## src/rtl/kypd_pkg.sv

```systemverilog
// Shared key codes, octave encodings, player states and queue entry layout
// for the keypad note queue.
package kypd_pkg;

  localparam logic [3:0] KEY_0 = 4'h0;
  localparam logic [3:0] KEY_1 = 4'h1;
  localparam logic [3:0] KEY_2 = 4'h2;
  localparam logic [3:0] KEY_3 = 4'h3;
  localparam logic [3:0] KEY_4 = 4'h4;
  localparam logic [3:0] KEY_5 = 4'h5;
  localparam logic [3:0] KEY_6 = 4'h6;
  localparam logic [3:0] KEY_7 = 4'h7;
  localparam logic [3:0] KEY_8 = 4'h8;
  localparam logic [3:0] KEY_9 = 4'h9;
  localparam logic [3:0] KEY_A = 4'hA;
  localparam logic [3:0] KEY_B = 4'hB;
  localparam logic [3:0] KEY_C = 4'hC;
  localparam logic [3:0] KEY_D = 4'hD;
  localparam logic [3:0] KEY_E = 4'hE;
  localparam logic [3:0] KEY_F = 4'hF;

  localparam logic [1:0] OCT_LOW  = 2'd0;
  localparam logic [1:0] OCT_MID  = 2'd1;
  localparam logic [1:0] OCT_HIGH = 2'd2;

  typedef enum logic [1:0] {
    ST_STOP = 2'd0,
    ST_NOTE = 2'd1,
    ST_GAP  = 2'd2
  } play_state_e;

  typedef struct packed {
    logic [1:0] octave;
    logic [2:0] note;
  } note_entry_t;

endpackage

```

## src/rtl/kypd_note_fifo.sv

```systemverilog
// Synchronous note FIFO with head pop, newest-entry drop and bulk clear.
module kypd_note_fifo
  import kypd_pkg::*;
#(
  parameter int DEPTH = 16
) (
  input  logic                     clk,
  input  logic                     rst,
  input  logic                     clear,
  input  logic                     push,
  input  logic                     pop,
  input  logic                     drop_tail,
  input  logic [4:0]               din,
  output logic [4:0]               dout,
  output logic [$clog2(DEPTH):0]   count,
  output logic                     full,
  output logic                     empty
);

  localparam int AW = $clog2(DEPTH);
  localparam int CW = AW + 1;

  note_entry_t   mem_q [DEPTH];
  logic [AW-1:0] wr_ptr_q, wr_ptr_d;
  logic [AW-1:0] rd_ptr_q, rd_ptr_d;
  logic [CW-1:0] count_q, count_d;
  logic          do_push, do_pop, do_drop;

  always_comb begin
    // A pop frees a slot this cycle, so a push into a full queue still lands;
    // a drop on the last entry loses to a simultaneous pop.
    do_pop   = pop & (count_q != '0);
    do_push  = push & ((count_q != CW'(DEPTH)) | do_pop);
    do_drop  = drop_tail & ~push & (count_q != '0) & ~(do_pop & (count_q == CW'(1)));
    wr_ptr_d = wr_ptr_q;
    rd_ptr_d = rd_ptr_q;
    count_d  = count_q;
    if (clear) begin
      wr_ptr_d = '0;
      rd_ptr_d = '0;
      count_d  = '0;
    end else begin
      if (do_push)      wr_ptr_d = wr_ptr_q + AW'(1);
      else if (do_drop) wr_ptr_d = wr_ptr_q - AW'(1);
      if (do_pop)       rd_ptr_d = rd_ptr_q + AW'(1);
      count_d = count_q + CW'(do_push) - CW'(do_pop) - CW'(do_drop);
    end
  end

  always_ff @(posedge clk) begin
    if (rst) begin
      wr_ptr_q <= '0;
      rd_ptr_q <= '0;
      count_q  <= '0;
    end else begin
      wr_ptr_q <= wr_ptr_d;
      rd_ptr_q <= rd_ptr_d;
      count_q  <= count_d;
    end
  end

  always_ff @(posedge clk) begin
    if (do_push && !clear) mem_q[wr_ptr_q] <= din;
  end

  assign dout  = mem_q[rd_ptr_q];
  assign count = count_q;
  assign full  = (count_q == CW'(DEPTH));
  assign empty = (count_q == '0);

endmodule

```

## src/rtl/kypd_note_queue.sv

```systemverilog
// Keypad-driven note sequencer: decodes key presses into queue edits and
// plays queued entries as timed notes separated by silent gaps.
module kypd_note_queue
  import kypd_pkg::*;
#(
  parameter int NOTE_CYC = 25_000_000,
  parameter int GAP_CYC  = 5_000_000,
  parameter int DEPTH    = 16
) (
  input  logic                   clk,
  input  logic                   sys_rst,
  input  logic [3:0]             key_code,
  input  logic                   key_valid,
  output logic                   note_valid,
  output logic [2:0]             note_idx,
  output logic [1:0]             octave,
  output logic [$clog2(DEPTH):0] fifo_count,
  output logic                   full,
  output logic                   empty,
  output logic                   playing,
  output logic                   overflow
);

  localparam int TW = $clog2((NOTE_CYC > GAP_CYC ? NOTE_CYC : GAP_CYC) + 1);

  logic          key_prev_q, arm_q, key_ev;
  logic [1:0]    cur_oct_q, cur_oct_d;
  logic          playing_q, playing_d, overflow_q, overflow_d;
  play_state_e   state_q, state_d;
  logic [TW-1:0] timer_q, timer_d;
  logic          note_valid_q, note_valid_d;
  logic [2:0]    note_idx_q, note_idx_d;
  logic [1:0]    octave_q, octave_d;
  logic          push_req, drop_req, ev_toggle, ev_clear, stop_req, start, pop;
  logic [2:0]    push_note;
  logic [4:0]    fifo_dout;
  note_entry_t   head;

  // arm_q masks the first post-reset cycle so a key already held at release is not an event
  assign key_ev = key_valid & ~key_prev_q & arm_q;
  assign head   = fifo_dout;

  always_comb begin
    push_req  = 1'b0;
    drop_req  = 1'b0;
    ev_toggle = 1'b0;
    ev_clear  = 1'b0;
    push_note = 3'd0;
    cur_oct_d = cur_oct_q;
    if (key_ev) begin
      case (key_code)
        KEY_0, KEY_1, KEY_2, KEY_3,
        KEY_4, KEY_5, KEY_6, KEY_7: begin
          push_req  = 1'b1;
          push_note = key_code[2:0];
        end
        KEY_8, KEY_9: ;
        KEY_A: cur_oct_d = OCT_LOW;
        KEY_B: cur_oct_d = OCT_MID;
        KEY_C: cur_oct_d = OCT_HIGH;
        KEY_D: drop_req  = 1'b1;
        KEY_E: ev_toggle = 1'b1;
        KEY_F: ev_clear  = 1'b1;
        default: ;
      endcase
    end
  end

  always_comb begin
    stop_req     = ev_clear | (ev_toggle & playing_q);
    start        = 1'b0;
    state_d      = state_q;
    timer_d      = timer_q;
    note_valid_d = note_valid_q;
    note_idx_d   = note_idx_q;
    octave_d     = octave_q;
    playing_d    = ev_clear ? 1'b0 : (playing_q ^ ev_toggle);
    if (stop_req) begin
      state_d      = ST_STOP;
      timer_d      = '0;
      note_valid_d = 1'b0;
    end else begin
      case (state_q)
        ST_STOP: start = playing_q & ~empty;
        ST_NOTE: begin
          if (timer_q == '0) begin
            state_d      = ST_GAP;
            timer_d      = TW'(GAP_CYC - 1);
            note_valid_d = 1'b0;
          end else begin
            timer_d = timer_q - TW'(1);
          end
        end
        ST_GAP: begin
          if (timer_q == '0) begin
            if (playing_q && !empty) begin
              start = 1'b1;
            end else begin
              state_d = ST_STOP;
              if (empty && playing_q) playing_d = 1'b0;
            end
          end else begin
            timer_d = timer_q - TW'(1);
          end
        end
        default: state_d = ST_STOP;
      endcase
    end
    if (start) begin
      state_d      = ST_NOTE;
      timer_d      = TW'(NOTE_CYC - 1);
      note_valid_d = 1'b1;
      note_idx_d   = head.note;
      octave_d     = head.octave;
    end
    pop        = start;
    overflow_d = ev_clear ? 1'b0 : (overflow_q | (push_req & full & ~pop));
  end

  always_ff @(posedge clk) begin
    if (sys_rst) begin
      key_prev_q   <= 1'b0;
      arm_q        <= 1'b0;
      cur_oct_q    <= OCT_MID;
      playing_q    <= 1'b0;
      overflow_q   <= 1'b0;
      state_q      <= ST_STOP;
      timer_q      <= '0;
      note_valid_q <= 1'b0;
      note_idx_q   <= 3'd0;
      octave_q     <= OCT_MID;
    end else begin
      key_prev_q   <= key_valid;
      arm_q        <= 1'b1;
      cur_oct_q    <= cur_oct_d;
      playing_q    <= playing_d;
      overflow_q   <= overflow_d;
      state_q      <= state_d;
      timer_q      <= timer_d;
      note_valid_q <= note_valid_d;
      note_idx_q   <= note_idx_d;
      octave_q     <= octave_d;
    end
  end

  kypd_note_fifo #(.DEPTH(DEPTH)) u_fifo (
    .clk       (clk),
    .rst       (sys_rst),
    .clear     (ev_clear),
    .push      (push_req),
    .pop       (pop),
    .drop_tail (drop_req),
    .din       ({cur_oct_q, push_note}),
    .dout      (fifo_dout),
    .count     (fifo_count),
    .full      (full),
    .empty     (empty)
  );

  assign note_valid = note_valid_q;
  assign note_idx   = note_idx_q;
  assign octave     = octave_q;
  assign playing    = playing_q;
  assign overflow   = overflow_q;

endmodule

```

## config.mk

```make
export PLATFORM = sky130hd
export DESIGN_NAME = kypd_note_queue
export DESIGN_NICKNAME = d
export VERILOG_FILES = /design/src/rtl/kypd_pkg.sv /design/src/rtl/kypd_note_fifo.sv /design/src/rtl/kypd_note_queue.sv
export SDC_FILE = /design/constraint.sdc
export NUM_CORES = 1
export LEC_CHECK = 0
export BUFFER_PORTS_ARGS = -buffer_cell sky130_fd_sc_hd__buf_2
export CORE_AREA = 2 2 104 106
export DETAILED_ROUTE_END_ITERATION = 16
export DIE_AREA = 0 0 106 108
export PLACE_DENSITY = 0.77
export SLEW_MARGIN = 20
export SYNTH_ARGS = -nofsm -noshare
export SYNTH_HDL_FRONTEND = slang
export SYNTH_SLANG_ARGS = --single-unit
```

## constraint.sdc

```tcl
create_clock -name clk -period 4.8 [get_ports clk]
set_clock_uncertainty 0.2 [all_clocks]
set_input_delay 0.48 -clock clk [delete_from_list [all_inputs] [get_ports clk]]
set_output_delay 0.48 -clock clk [all_outputs]
set_load 0.02 [all_outputs]
```

; ---- Word level (Yosys, flattened, before mapping)
; Memories as Yosys holds them, arrays and structs flattened. A register that Yosys moved wholly into a read port is not among the register bits.
; Cells that the tools add are included.
[word_totals]
out_inout_bits = 15
n_memories = 1
in_bits = 7
wordCells = 136
mem_bits_ro = 0
latch_bits = 0
ramBits = 80
register_bits = 47
[op_classes]
multipliers = 0
n_eq_ne = 27
n_reduce_logical = 25
n_addsub = 7
order_cmp = 0
div = 0
n_mux = 41
bitwise = 22
n_shift = 0
[mem_list]
columns = name, depth, width, read_ports, rd_ports_with_merged_regs, write_ports, line
row1 = u_fifo.mem_q, 16, 5, 1, 1, 1, kypd_note_fifo.sv:23  ; note_entry_t mem_q [DEPTH];
[op_table]
columns = cell, count
row1 = $mux 25, 4
row2 = $pmux 25 s2, 1
row3 = $mux 1, 26
row4 = $logic_not 25->1, 1
row5 = $sub 25x1->25 const B, 1
row6 = $eq 4x4->1 const B, 6
row7 = $eq 4x3->1 const B, 4
row8 = $ne 4x3->1 const B, 4
row9 = $and 1x1->1, 12
row10 = $pmux 2 s3, 2
row11 = $sub 5x1->5, 2
row12 = $reduce_bool 3->1, 3
row13 = $add 4x1->4 const B, 2
row14 = $eq 4x2->1 const B, 2
row15 = $mux 4, 2
row16 = $ne 2x2->1 const B, 4
row17 = $reduce_and 2->1, 4
row18 = $reduce_and 4->1, 2
row19 = $reduce_or 8->1, 1
row20 = $mux 2, 3
row21 = $mux 3, 2
row22 = $not 1->1, 6
row23 = $add 5x1->5, 1
row24 = $eq 5x1->1 const B, 1
row25 = 20 further kinds, 26

; ---- Longest topological paths before layout
[depth]
ltp_word = 13
ltp_mapped = 19
depth_no_buf = 18

; ---- Cells and area by module
; A second synthesis with hierarchy kept.
[hier_totals]
hier_cells = 521
hier_area_um2 = 6262.3
[modules_own_cells]
columns = module, cells_each, area_per_inst_um2, seq_area_each_um2, instances
row1 = kypd_note_fifo, 248, 4035.1, 2742.6, 1
row2 = kypd_note_queue, 273, 2227.1, 780.7, 1

; ---- Worst setup path before layout
; No wires, ideal clock.
[synth_timing]
path_type = reg2reg
start = reg u_fifo.count_q[2], in the netlist u_fifo.count[2]
end = reg u_fifo.count_q[4], in the netlist u_fifo.count[4]
setup_ns = 0.071
path_stages_with_launch = 20
n_path_buf = 2
path_slack_ns = 0.460
arrival_time_ns = 4.069
synth_period_minus_slack_ns = 4.340
required_ns = 4.529
cell_sequence = dfxtp_1 inv_1 ha_1 nor4b_1 nor2b_1 buf_2 nand2_1 o21ai_2 nand2_2 clkbuf_1 inv_1 ha_1 a21oi_1 ha_1 inv_1 ha_1 a21oi_1 nor2_1 or3_1 a21oi_1
[synth_via]
elab_chain_cells = 13
word_cells_on_any_way = 22
classes_between = add/sub: 3 / eq/ne: 2 / mux: 4 / bitwise: 9 / reduce/logical: 4
[synth_rtl]
columns = element, line
row1 = "start, declared", kypd_note_fifo.sv:26  ; logic [CW-1:0] count_q, count_d;
row2 = "start signal, assigned", kypd_note_fifo.sv:58  ; count_q <= count_d;
row3 = $logic_not 5->1 (*), kypd_note_fifo.sv:69  ; assign empty = (count_q == '0);
row4 = via empty, kypd_note_queue.sv:19  ; output logic empty,
row5 = $logic_not 1->1, kypd_note_queue.sv:96  ; if (playing_q && !empty) begin
row6 = $logic_and 1x1->1, kypd_note_queue.sv:96
row7 = $mux 1, kypd_note_queue.sv:96
row8 = $mux 1, kypd_note_queue.sv:95  ; if (timer_q == '0) begin
row9 = $pmux 1 s2 (*), kypd_note_queue.sv:83  ; case (state_q)
row10 = $mux 1 (*), kypd_note_queue.sv:78  ; if (stop_req) begin
row11 = $and 1x1->1 (*), kypd_note_fifo.sv:32  ; do_pop = pop & (count_q != '0);
row12 = $or 1x1->1, kypd_note_fifo.sv:33  ; do_push = push & ((count_q != CW'(DEPTH)) | do_pop);
row13 = $and 1x1->1, kypd_note_fifo.sv:33
row14 = $add 5x1->5, kypd_note_fifo.sv:46  ; count_d = count_q + CW'(do_push) - CW'(do_pop) - CW'(do_drop);
row15 = $sub 5x1->5, kypd_note_fifo.sv:46
row16 = $sub 5x1->5 (*), kypd_note_fifo.sv:46
; The timed path passes the listed nets; every way through them passes the cells marked *.
; A chain may end at the register's enable or synchronous reset.

; ---- Final worst setup path
[layout_timing]
start = reg u_fifo.count_q[2], in the netlist u_fifo.count[2]
end = reg u_fifo.count_q[3], in the netlist u_fifo.count[3]
[layout_via]
elab_chain_cells = 13
word_cells_on_any_way = 22
classes_between = add/sub: 3 / eq/ne: 2 / mux: 4 / bitwise: 9 / reduce/logical: 4
[layout_rtl]
columns = element, line
row1 = $logic_not 5->1, kypd_note_fifo.sv:69
row2 = $logic_not 1->1, kypd_note_queue.sv:96
row3 = $logic_and 1x1->1, kypd_note_queue.sv:96
row4 = $mux 1, kypd_note_queue.sv:96
row5 = $mux 1, kypd_note_queue.sv:95
row6 = $pmux 1 s2, kypd_note_queue.sv:83
row7 = $mux 1, kypd_note_queue.sv:78
row8 = $and 1x1->1, kypd_note_fifo.sv:32
row9 = $or 1x1->1, kypd_note_fifo.sv:33
row10 = $and 1x1->1, kypd_note_fifo.sv:33
row11 = $add 5x1->5, kypd_note_fifo.sv:46
row12 = $sub 5x1->5, kypd_note_fifo.sv:46
row13 = $sub 5x1->5 (*), kypd_note_fifo.sv:46
; Every way passes the cells marked *; elsewhere a longest branch is shown, timed or not.

==> results.json <==
{
  "routed-via-count": 4160,
  "async_flop_share_pct": 0,
  "slew_headroom_pct": 30.4,
  "grt_usage_pct": 24.9,
  "slowest_delay_ns": 0.66,
  "crit_path_max_fanout": 17,
  "cts_htree_levels": 4,
  "crit_required_ns": 4.98,
  "setup_ws_ns": 0.841,
  "clk_pin_slew_worst_paths_ns": 0.06,
  "rsz0062_at_grt": "no",
  "start_util_pct": 59.6,
  "ys_types": 64,
  "drt-initial-drc-count": 312,
  "peakVddDrop_uv": 421,
  "fmax_mhz": 253,
  "place_area_sq_um": 6340,
  "die_x_microns": 106,
  "yosysMostFrequentCell": "edfxtp_1",
  "cp.arrival_ns": 4.14,
  "num_rows": 37,
  "clk-insertion-delay-late_ns": 0.54,
  "synth_area_sq_um": 6100,
  "vias_per_cell": 6.17,
  "cts-root-buf": "clkbuf_8",
  "cts_buffers": 17,
  "io_pins": 22,
  "synth_commonest_cells": "80 x edfxtp_1, 52 x dfxtp_1, 41 x nand2_1, 37 x nor2_1, 32 x a21oi_1",
  "dp_cells": 643,
  "start_kind": "register",
  "layout-drive-gt1-share_pct": 19.0,
  "final_cells": 674,
  "design_area_sq_um": 6910,
  "synthFlopType": "edfxtp_1",
  "synth_top_area_share_pct": 39.4,
  "worst_path_max_delay_cell": "nor2b_1",
  "end_kind": "register",
  "p_per_area_nw_per_um2": 374,
  "dieArea_sq_um": 11400,
  "status": "finished clean",
  "critical_path_class": "reg -> reg",
  "grt_pass1_wl_microns": 21200,
  "path_cells": "inv_1 > ha_1 > nor4b_1 > nor2b_1 > nand2_1 > o21ai_2 > nand2_2 > inv_1 > ha_1 > a21oi_1 > ha_1 > inv_1 > ha_1 > inv_1 > fa_1 > xnor2_1 > nor2_1",
  "num_antenna_cells": 0,
  "power_leakage_nw": 2.47,
  "fp.dieH_microns": 108,
  "nFillCells": 746,
  "synth_top_cell_by_area": "edfxtp_1",
  "ys_seq_area_share_pct": 56.5,
  "synth_seq_cells": 132,
  "synth_edf_count": 80,
  "design.core.area_sq_um": 10200,
  "finalMaxSlewViolations": 0,
  "antenna_left": 0,
  "fin_nets": 551,
  "cts_buffer_depth": 2,
  "gp_congestion": 0.942,
  "post_cts_resize_count": 0,
  "tightest_slew_ns": 1.04,
  "wl_per_cell_microns": 19.6,
  "drt-total-wl_microns": 13200,
  "timing.critical_path.buf_inv": 4,
  "hold_viol_final": 0,
  "finalSetupTns_ns": 0,
  "clkSinkCount": 132,
  "grt_pass1_vias": 3953,
  "postSynthCellCount": 501,
  "fin_crit_ns": 3.96,
  "cts_tree": "yes",
  "gr-total-overflow": 0,
  "max_cap_viol_count": 0,
  "ys_top_cells_by_area": "edfxtp_1 39%, dfxtp_1 17%, mux4_2 9.2%",
  "setup_viol": 0,
  "cp_top_family": "simple AND/OR/NAND/NOR gates",
  "drcViolationCount": 0,
  "finalCritPeriodShare_pct": 82.5,
  "syn_nets": 526,
  "dr.pass1.iters": 5,
  "dp_slack_ns": 0.776,
  "portBuffers": 21,
  "cts_setup_buffers": 0,
  "cts_hold_buffers": 0,
  "yosys_warnings": 0,
  "antenna_found_initial": 0,
  "areaGrowthSynthToFinish_pct": 13.2,
  "post-dp-hpwl_microns": 9140,
  "avgSynthCellArea_sq_um": 12.2,
  "hold_path.class": "in -> reg",
  "utilization_pct": 67.5,
  "grt_max_degree": 24
}
## placed cells by master (no fill, tap or decap), drive strengths merged, types with 4 or more instances in the layout
| cell type | count |
|---|---|
| edfxtp | 80 |
| dfxtp | 52 |
| nand2 | 43 |
| nor2 | 37 |
| a21oi | 34 |
| buf | 29 |
| nor3 | 27 |
| mux4 | 25 |
| inv | 22 |
| o21ai | 20 |
| clkbuf | 18 |
| ha | 16 |
| nand3 | 13 |
| nor4 | 9 |
| xor2 | 8 |
| a31oi | 7 |
| xnor2 | 7 |
| o211ai | 7 |
| and2 | 6 |
| and3 | 6 |
| or3 | 5 |
| nand2b | 5 |
| a21o | 5 |
| nor4b | 4 |
| or4 | 4 |
| o31ai | 4 |
| clkinv | 4 |
## where the power goes
part / internal [mW] / leakage, nW / total (mW) / switching [mW]
Clock: 0.745 / 0.277 / 1.24 / 0.500
Combinational: 0.0421 / 1.03 / 0.123 / 0.0812
Sequential: 1.20 / 1.16 / 1.21 / 0.0114
## kinds of logic (layout without fill, tap and decap cells)
logic type	count (synthesis)	after routing	share of synthesized area, %
flops	132	132	56.5
simple gates	174	174	15.0
compound gates	95	95	10.2
buf+inv	39	76	2.52
mux	28	28	9.75
fa+ha+maj	18	18	3.94
xor+xnor	15	15	2.15
## worst register-to-register path: stages (launching register included)
cell and delay (ns):
dfxtp_1 0.41, inv_1 0.09, ha_1 0.21, nor4b_1 0.15, nor2b_1 0.66, nand2_1 0.19
o21ai_2 0.24, nand2_2 0.23, inv_1 0.11, ha_1 0.15, a21oi_1 0.04, ha_1 0.28
inv_1 0.06, ha_1 0.15, inv_1 0.05, fa_1 0.38, xnor2_1 0.16, nor2_1 0.05
## path summary, 6_finish.rpt
kind	cells past startpoint	slack, ns	startpoint	endpoint
worst max-delay path	17	0.84	u_fifo.count[2]	u_fifo.count[3]
worst min-delay path	2	0.03	key_valid	key_prev_q
worst max register to register	17	0.84	u_fifo.count[2]	u_fifo.count[3]
worst min register to register	2	0.25	note_idx[2]	note_idx[2]
## final cells by class
class	count	area [sq um]	share of cell area, %
timing repair buffer	29	165	2.39
clock inverter	13	148	2.14
sequential	132	3440	49.9
multi-input combinational	330	2500	36.2
tap	136	170	2.46
inverter	16	60.1	0.870
clock buffer	18	418	6.05
## through the flow
step	hold WS [ns]	total power, mW
after detailed placement	0.247	1.36
after CTS	0.0145	2.59
after global placement	0.240	1.36
after floorplan	0.258	1.32
final	0.0288	2.58
after global routing	0.0249	2.66
## state kept, by name (all words and copies together), names as in the netlist
signal,flops
note_idx,3
key_prev_q,1
timer_q,25
state_q,2
u_fifo.count,5
u_fifo.rd_ptr_q,4
overflow,1
playing,1
u_fifo.mem_q,80
octave,2
arm_q,1
cur_oct_q,2
note_valid,1
u_fifo.wr_ptr_q,4
## routing by layer
layer | share of wire, % | up-vias | global-route usage (%)
li1 | - | 1955 | -
met2 | 48 | 142 | 38.8
met4 | 1.7 | 0 | 8.46
met5 | 0 | - | 0
met3 | 6.0 | 21 | 7.35
met1 | 44 | 2042 | 34.1
Note: power is estimated with default switching activity, not from simulation.
